`src/rtl/deadlock_report_arbiter_pkg.sv`:
```
// Shared types and default sizing for the deadlock report arbiter.
package deadlock_report_arbiter_pkg;

  typedef enum logic {
    IDLE    = 1'b0,
    PRESENT = 1'b1
  } state_t;

  localparam int DEF_N_MON   = 4;
  localparam int DEF_CNT_W   = 16;
  localparam int DEF_PERSIST = 1000;

endpackage

```
`src/rtl/deadlock_persist_cnt.sv`:
```
// Per-monitor saturating persistence counter with a single pulse when the
// count crosses PERSIST within one continuous block episode.
module deadlock_persist_cnt
  import deadlock_report_arbiter_pkg::*;
#(
  parameter int CNT_W   = DEF_CNT_W,
  parameter int PERSIST = DEF_PERSIST
) (
  input  logic             clock,
  input  logic             reset,
  input  logic             clear,
  input  logic             block,
  output logic [CNT_W-1:0] cnt,
  output logic             hit
);

  localparam logic [CNT_W-1:0] CNT_MAX = '1;

  function automatic logic [CNT_W-1:0] sat_inc(input logic [CNT_W-1:0] v);
    return (v == CNT_MAX) ? v : v + 1'b1;
  endfunction

  // The crossing is seen one edge early so pending sets on the same edge cnt reaches PERSIST.
  assign hit = block && (cnt == CNT_W'(PERSIST - 1));

  always_ff @(posedge clock or posedge reset) begin
    if (reset)      cnt <= '0;
    else if (clear) cnt <= '0;
    else if (block) cnt <= sat_inc(cnt);
    else            cnt <= '0;
  end

endmodule

```
`src/rtl/deadlock_report_arbiter.sv`:
```
// Collects persistent deadlock flags from N_MON monitors and presents them one
// at a time over a valid/ready report port with round-robin fairness.
module deadlock_report_arbiter
  import deadlock_report_arbiter_pkg::*;
#(
  parameter int N_MON   = DEF_N_MON,
  parameter int CNT_W   = DEF_CNT_W,
  parameter int PERSIST = DEF_PERSIST,
  localparam int IDX_W  = $clog2(N_MON)
) (
  input  logic             clock,
  input  logic             reset,
  input  logic [N_MON-1:0] mon_block,
  input  logic             clear,
  output logic             rpt_valid,
  input  logic             rpt_ready,
  output logic [IDX_W-1:0] rpt_idx,
  output logic [CNT_W-1:0] rpt_cycles,
  output logic             deadlock
);

  logic [CNT_W-1:0] cnt [N_MON];
  logic [N_MON-1:0] hit;
  logic [N_MON-1:0] pending;
  logic [N_MON-1:0] clr_mask;
  logic [IDX_W-1:0] rr_ptr;
  logic [IDX_W-1:0] gnt_idx;
  logic [IDX_W:0]   scan;
  logic             gnt_found;
  logic             handshake;
  state_t           state, state_next;

  for (genvar i = 0; i < N_MON; i++) begin : g_mon
    deadlock_persist_cnt #(
      .CNT_W   (CNT_W),
      .PERSIST (PERSIST)
    ) u_cnt (
      .clock (clock),
      .reset (reset),
      .clear (clear),
      .block (mon_block[i]),
      .cnt   (cnt[i]),
      .hit   (hit[i])
    );
  end

  // Round-robin search: first pending index at or after rr_ptr, wrapping.
  always_comb begin
    gnt_found = 1'b0;
    gnt_idx   = '0;
    scan      = '0;
    for (int k = 0; k < N_MON; k++) begin
      scan = {1'b0, rr_ptr} + (IDX_W+1)'(k);
      if (scan >= (IDX_W+1)'(N_MON)) scan = scan - (IDX_W+1)'(N_MON);
      if (!gnt_found && pending[scan[IDX_W-1:0]]) begin
        gnt_found = 1'b1;
        gnt_idx   = scan[IDX_W-1:0];
      end
    end
  end

  always_comb begin
    state_next = state;
    rpt_valid  = (state == PRESENT);
    handshake  = (state == PRESENT) && rpt_ready;
    clr_mask   = handshake ? (N_MON'(1) << rpt_idx) : '0;
    case (state)
      IDLE:    if (gnt_found) state_next = PRESENT;
      PRESENT: if (rpt_ready) state_next = IDLE;
      default: state_next = IDLE;
    endcase
    if (clear) state_next = IDLE;
  end

  always_ff @(posedge clock or posedge reset) begin
    if (reset) state <= IDLE;
    else       state <= state_next;
  end

  // A new crossing is OR-ed in after the handshake clear, so a set on the same index wins.
  always_ff @(posedge clock or posedge reset) begin
    if (reset) begin
      pending    <= '0;
      rr_ptr     <= '0;
      rpt_idx    <= '0;
      rpt_cycles <= '0;
      deadlock   <= 1'b0;
    end else if (clear) begin
      pending  <= '0;
      rr_ptr   <= '0;
      deadlock <= 1'b0;
    end else begin
      pending  <= (pending & ~clr_mask) | hit;
      deadlock <= deadlock | (|hit);
      if (state == IDLE && gnt_found) begin
        rpt_idx    <= gnt_idx;
        rpt_cycles <= cnt[gnt_idx];
      end
      if (handshake)
        rr_ptr <= (rpt_idx == IDX_W'(N_MON - 1)) ? '0 : rpt_idx + 1'b1;
    end
  end

endmodule

```
`config.mk`:
```
export PLATFORM = sky130hd
export DESIGN_NAME = deadlock_report_arbiter
export DESIGN_NICKNAME = d
export VERILOG_FILES = /design/src/rtl/deadlock_report_arbiter_pkg.sv /design/src/rtl/deadlock_persist_cnt.sv /design/src/rtl/deadlock_report_arbiter.sv
export SDC_FILE = /design/constraint.sdc
export NUM_CORES = 1
export LEC_CHECK = 0
export BUFFER_PORTS_ARGS = -buffer_cell sky130_fd_sc_hd__buf_2
export CAP_MARGIN = 15
export CORE_MARGIN = 2
export CORE_UTILIZATION = 50
export CTS_BUF_LIST = sky130_fd_sc_hd__clkbuf_4 sky130_fd_sc_hd__clkbuf_8 sky130_fd_sc_hd__clkbuf_16
export DETAILED_ROUTE_END_ITERATION = 10
export HOLD_SLACK_MARGIN = 0.03
export MAX_ROUTING_LAYER = met4
export PLACE_DENSITY = 0.68
export SYNTH_ARGS = -nofsm -noshare
export SYNTH_HDL_FRONTEND = slang
export SYNTH_SLANG_ARGS = --single-unit
```
`constraint.sdc`:
```
create_clock -name clock -period 4.09 [get_ports clock]
set_clock_uncertainty 0.2 [all_clocks]
set_input_delay 0.818 -clock clock [delete_from_list [all_inputs] [get_ports clock]]
set_output_delay 0.818 -clock clock [all_outputs]
set_load 0.05 [all_outputs]
```
==> results_dict.tcl <==
set metrics [dict create \
    die_y_um 105 \
    core_area_um2 9820 \
    maxCapViolations 0 \
    synth_area_leaders "dfrtp_1, mux2i_1, nor2_1, nand2_1, xnor2_1" \
    r2r_start "pending[1]" \
    vias 4222 \
    htreeDepth 3 \
    rsz0062_at_grt "false" \
    ys_dominant_reg_cell "dfrtp_1" \
    cts.repair.resized 0 \
    tightest_slew_ps 1150 \
    hold_end "rpt_cycles[10]" \
    min_delay_path_depth 2 \
    cts_root_buf "clkbuf_8" \
    row_count 36 \
    diodes 0 \
    dr_wl_met2_mm 5.60 \
    cp_slowest_cell "or3_1" \
    crit_buf_inv 0 \
    syn_avg_cell_area_um2 9.25 \
    fillers 908 \
    fmax_ghz 0.382 \
    crit_type "register to register" \
    gp_congestion 0.865 \
    routed_wl_mm 12.4 \
    drc_errors 0 \
    dieArea_um2 10900 \
    cts_buffer_depth 2 \
    rr_endpoint "rpt_cycles[9]" \
    yosysTopAreaCell "dfrtp_1" \
    multi_input_area_um2 2650 \
    slew_headroom_pct 23.0 \
    first_pass_iters 5 \
    finalHoldViolCount 0 \
    reg2reg_depth 4 \
    cts_setup_buffers 0 \
    synth-edff-count 0 \
    synth-seq-cells 90 \
    cellPowerDensity_nw_per_um2 305 \
    path_clk_slew_ps 100 \
    final.period_utilization_pct 63.9 \
    yosys-top-cells-count "dfrtp_1, nor2_1, nand2_1" \
    io_buffers 27 \
    layout-drive-gt1-share_pct 9.61 \
    crit_path_end_kind "register" \
    tns_ps 0 \
    clkLatencyLatePin_ps 370 \
    cp_max_fo 21 \
    highest_layer "met4" \
    fin_nets 573 \
    grt_pass1_vias 3896 \
    arrival_ps 2650 \
    final_core_util_pct 55.8 \
    dr_wl_met3_um 636 \
    wl_met1_mm 5.94 \
    cpPeakStageDelay_ps 590 \
    antenna_found_initial 0 \
    hp-class "register to register" \
    gr-total-overflow 0 \
    yosysUniqueCellTypes 56 \
    path_cells "nor4_1 > or3_1 > nand2b_1 > o221ai_1" \
    irDropWorstVdd_mv 0.139 \
    yosys_warnings 0 \
    wl_per_cell_um 17.8 \
    async_flop_share_pct 100 \
    via_per_inst 6.07 \
    syn_inst 547 \
    ios 28 \
    initial_core_util_pct 51.5 \
    grt_max_degree 49 \
    min-delay-start "rpt_cycles[10]" \
    grt_pass1_wl_mm 20.9 \
    post-route-min-period_ps 2620 \
    cts_buffers 9 \
    yosysMostFrequentCell "dfrtp_1" \
    whs_ps 324 \
    cp-start-kind "register" \
    synth.net_count 563 \
    dp_hpwl_mm 8.81 \
    ys_seq_area_share_pct 44.5 \
    die_w_um 105 \
    final_area_um2 5480 \
    yosys.area.top_type_share_pct 44.5 \
    register_area_um2 2250 \
    netlist_area_um2 5060 \
    dpl_cell_area_um2 5280 \
    cts_hold_buf 0 \
    cp.depth 4 \
    finalSetupViolCount 0 \
    clock_sinks 90 \
    critPathTopFamily "simple AND/OR/NAND/NOR gates" \
    status "completed" \
    drt_iter0_drc 265 \
    area_growth_syn_to_layout_pct 8.33 \
    p_leak_nw 2.46 \
    critPathRequiredTime_ps 4120 \
    grt_util_all_layers_pct 24.6 \
    slew_viol_final 0 \
    antenna_left 0 \
    cts_tree "built" \
    reg2reg_slack_ps 1470 \
]
worst register-to-register path: stages, from the launching register on:
cell and delay, ps:
dfrtp_1 490, nor4_1 380, or3_1 590, nand2b_1 600, o221ai_1 230
state kept, by name, indices dropped and copies added, names as in the netlist:
| register | flops |
|---|---|
| pending | 4 |
| deadlock | 1 |
| rpt_valid | 1 |
| rpt_idx | 2 |
| g_mon.u_cnt.cnt | 64 |
| rpt_cycles | 16 |
| rr_ptr | 2 |
metrics by stage:
stage          setup slack, ps  total power, mW  instances
3_3_place_gp              1350             1.04        679
6_report                  1470             1.67        695
4_1_cts                   1500             1.69        695
5_1_grt                   1230             1.73        695
2_1_floorplan              737             1.01        547
3_5_place_dp              1240             1.04        679
cell usage in the layout, fill, tap and decap left out, drive strengths merged, types with 3 or more instances in the layout:
| master | Yosys | routed |
|---|---|---|
| nand2b | 7 | 7 |
| a21oi | 20 | 20 |
| nor4 | 6 | 6 |
| and3 | 7 | 7 |
| nor4b | 7 | 7 |
| mux2i | 36 | 36 |
| a211oi | 9 | 9 |
| and2 | 6 | 6 |
| or3 | 7 | 7 |
| nor2 | 65 | 65 |
| dfrtp | 90 | 90 |
| buf | 11 | 29 |
| inv | 12 | 16 |
| o211ai | 4 | 4 |
| nand3 | 32 | 32 |
| a31oi | 7 | 7 |
| xnor2 | 26 | 26 |
| a311oi | 3 | 3 |
| xor2 | 9 | 9 |
| ha | 8 | 8 |
| clkbuf | 19 | 9 |
| nand2 | 62 | 62 |
| o21ai | 15 | 15 |
| o221ai | 17 | 17 |
| nor3 | 16 | 16 |
| nor2b | 6 | 6 |
| nand4 | 10 | 10 |
| and4 | 4 | 4 |
per-layer routing:
metal  vias up  global-route usage, %
met5         -                      -
met4         0                   7.62
met3        21                   2.99
met2       116                   35.3
met1      2089                   36.7
li1       1996                      -
worst max path at each step:
stage,start,end
after global placement,clear,rpt_cycles[11]
after floorplan,reset,deadlock
after CTS,pending[1],rpt_cycles[9]
after global routing,pending[1],rpt_cycles[12]
after detailed placement,clear,rpt_cycles[2]
final,pending[1],rpt_cycles[9]
cell type report:
cell class	instances	share of cell area [%]
multi-input combinational	415	48.3
tap	133	3.04
sequential	90	41.1
clock buffer	9	2.26
inverter	12	0.844
timing repair buffer	29	2.97
clock inverter	7	1.48
cells by family (layout without fill, tap and decap cells):
| kind of cell | Yosys count | after routing | share of synthesized area (%) |
|---|---|---|---|
| flip-flops | 90 | 90 | 44.5 |
| buffers and inverters | 42 | 57 | 3.36 |
| adder cells (fa/ha/maj) | 8 | 8 | 1.98 |
| multiplexers | 36 | 36 | 7.12 |
| AO/OA/AOI/OAI | 93 | 93 | 12.9 |
| AND/OR/NAND/NOR | 243 | 243 | 24.1 |
| XOR/XNOR | 35 | 35 | 6.06 |
where the power goes:
part / total (mW) / internal [mW] / switching (mW)
logic: 0.104 / 0.0243 / 0.0800
clock network: 0.652 / 0.294 / 0.359
registers: 0.917 / 0.902 / 0.0152
Power figures use the tool's default switching activity.
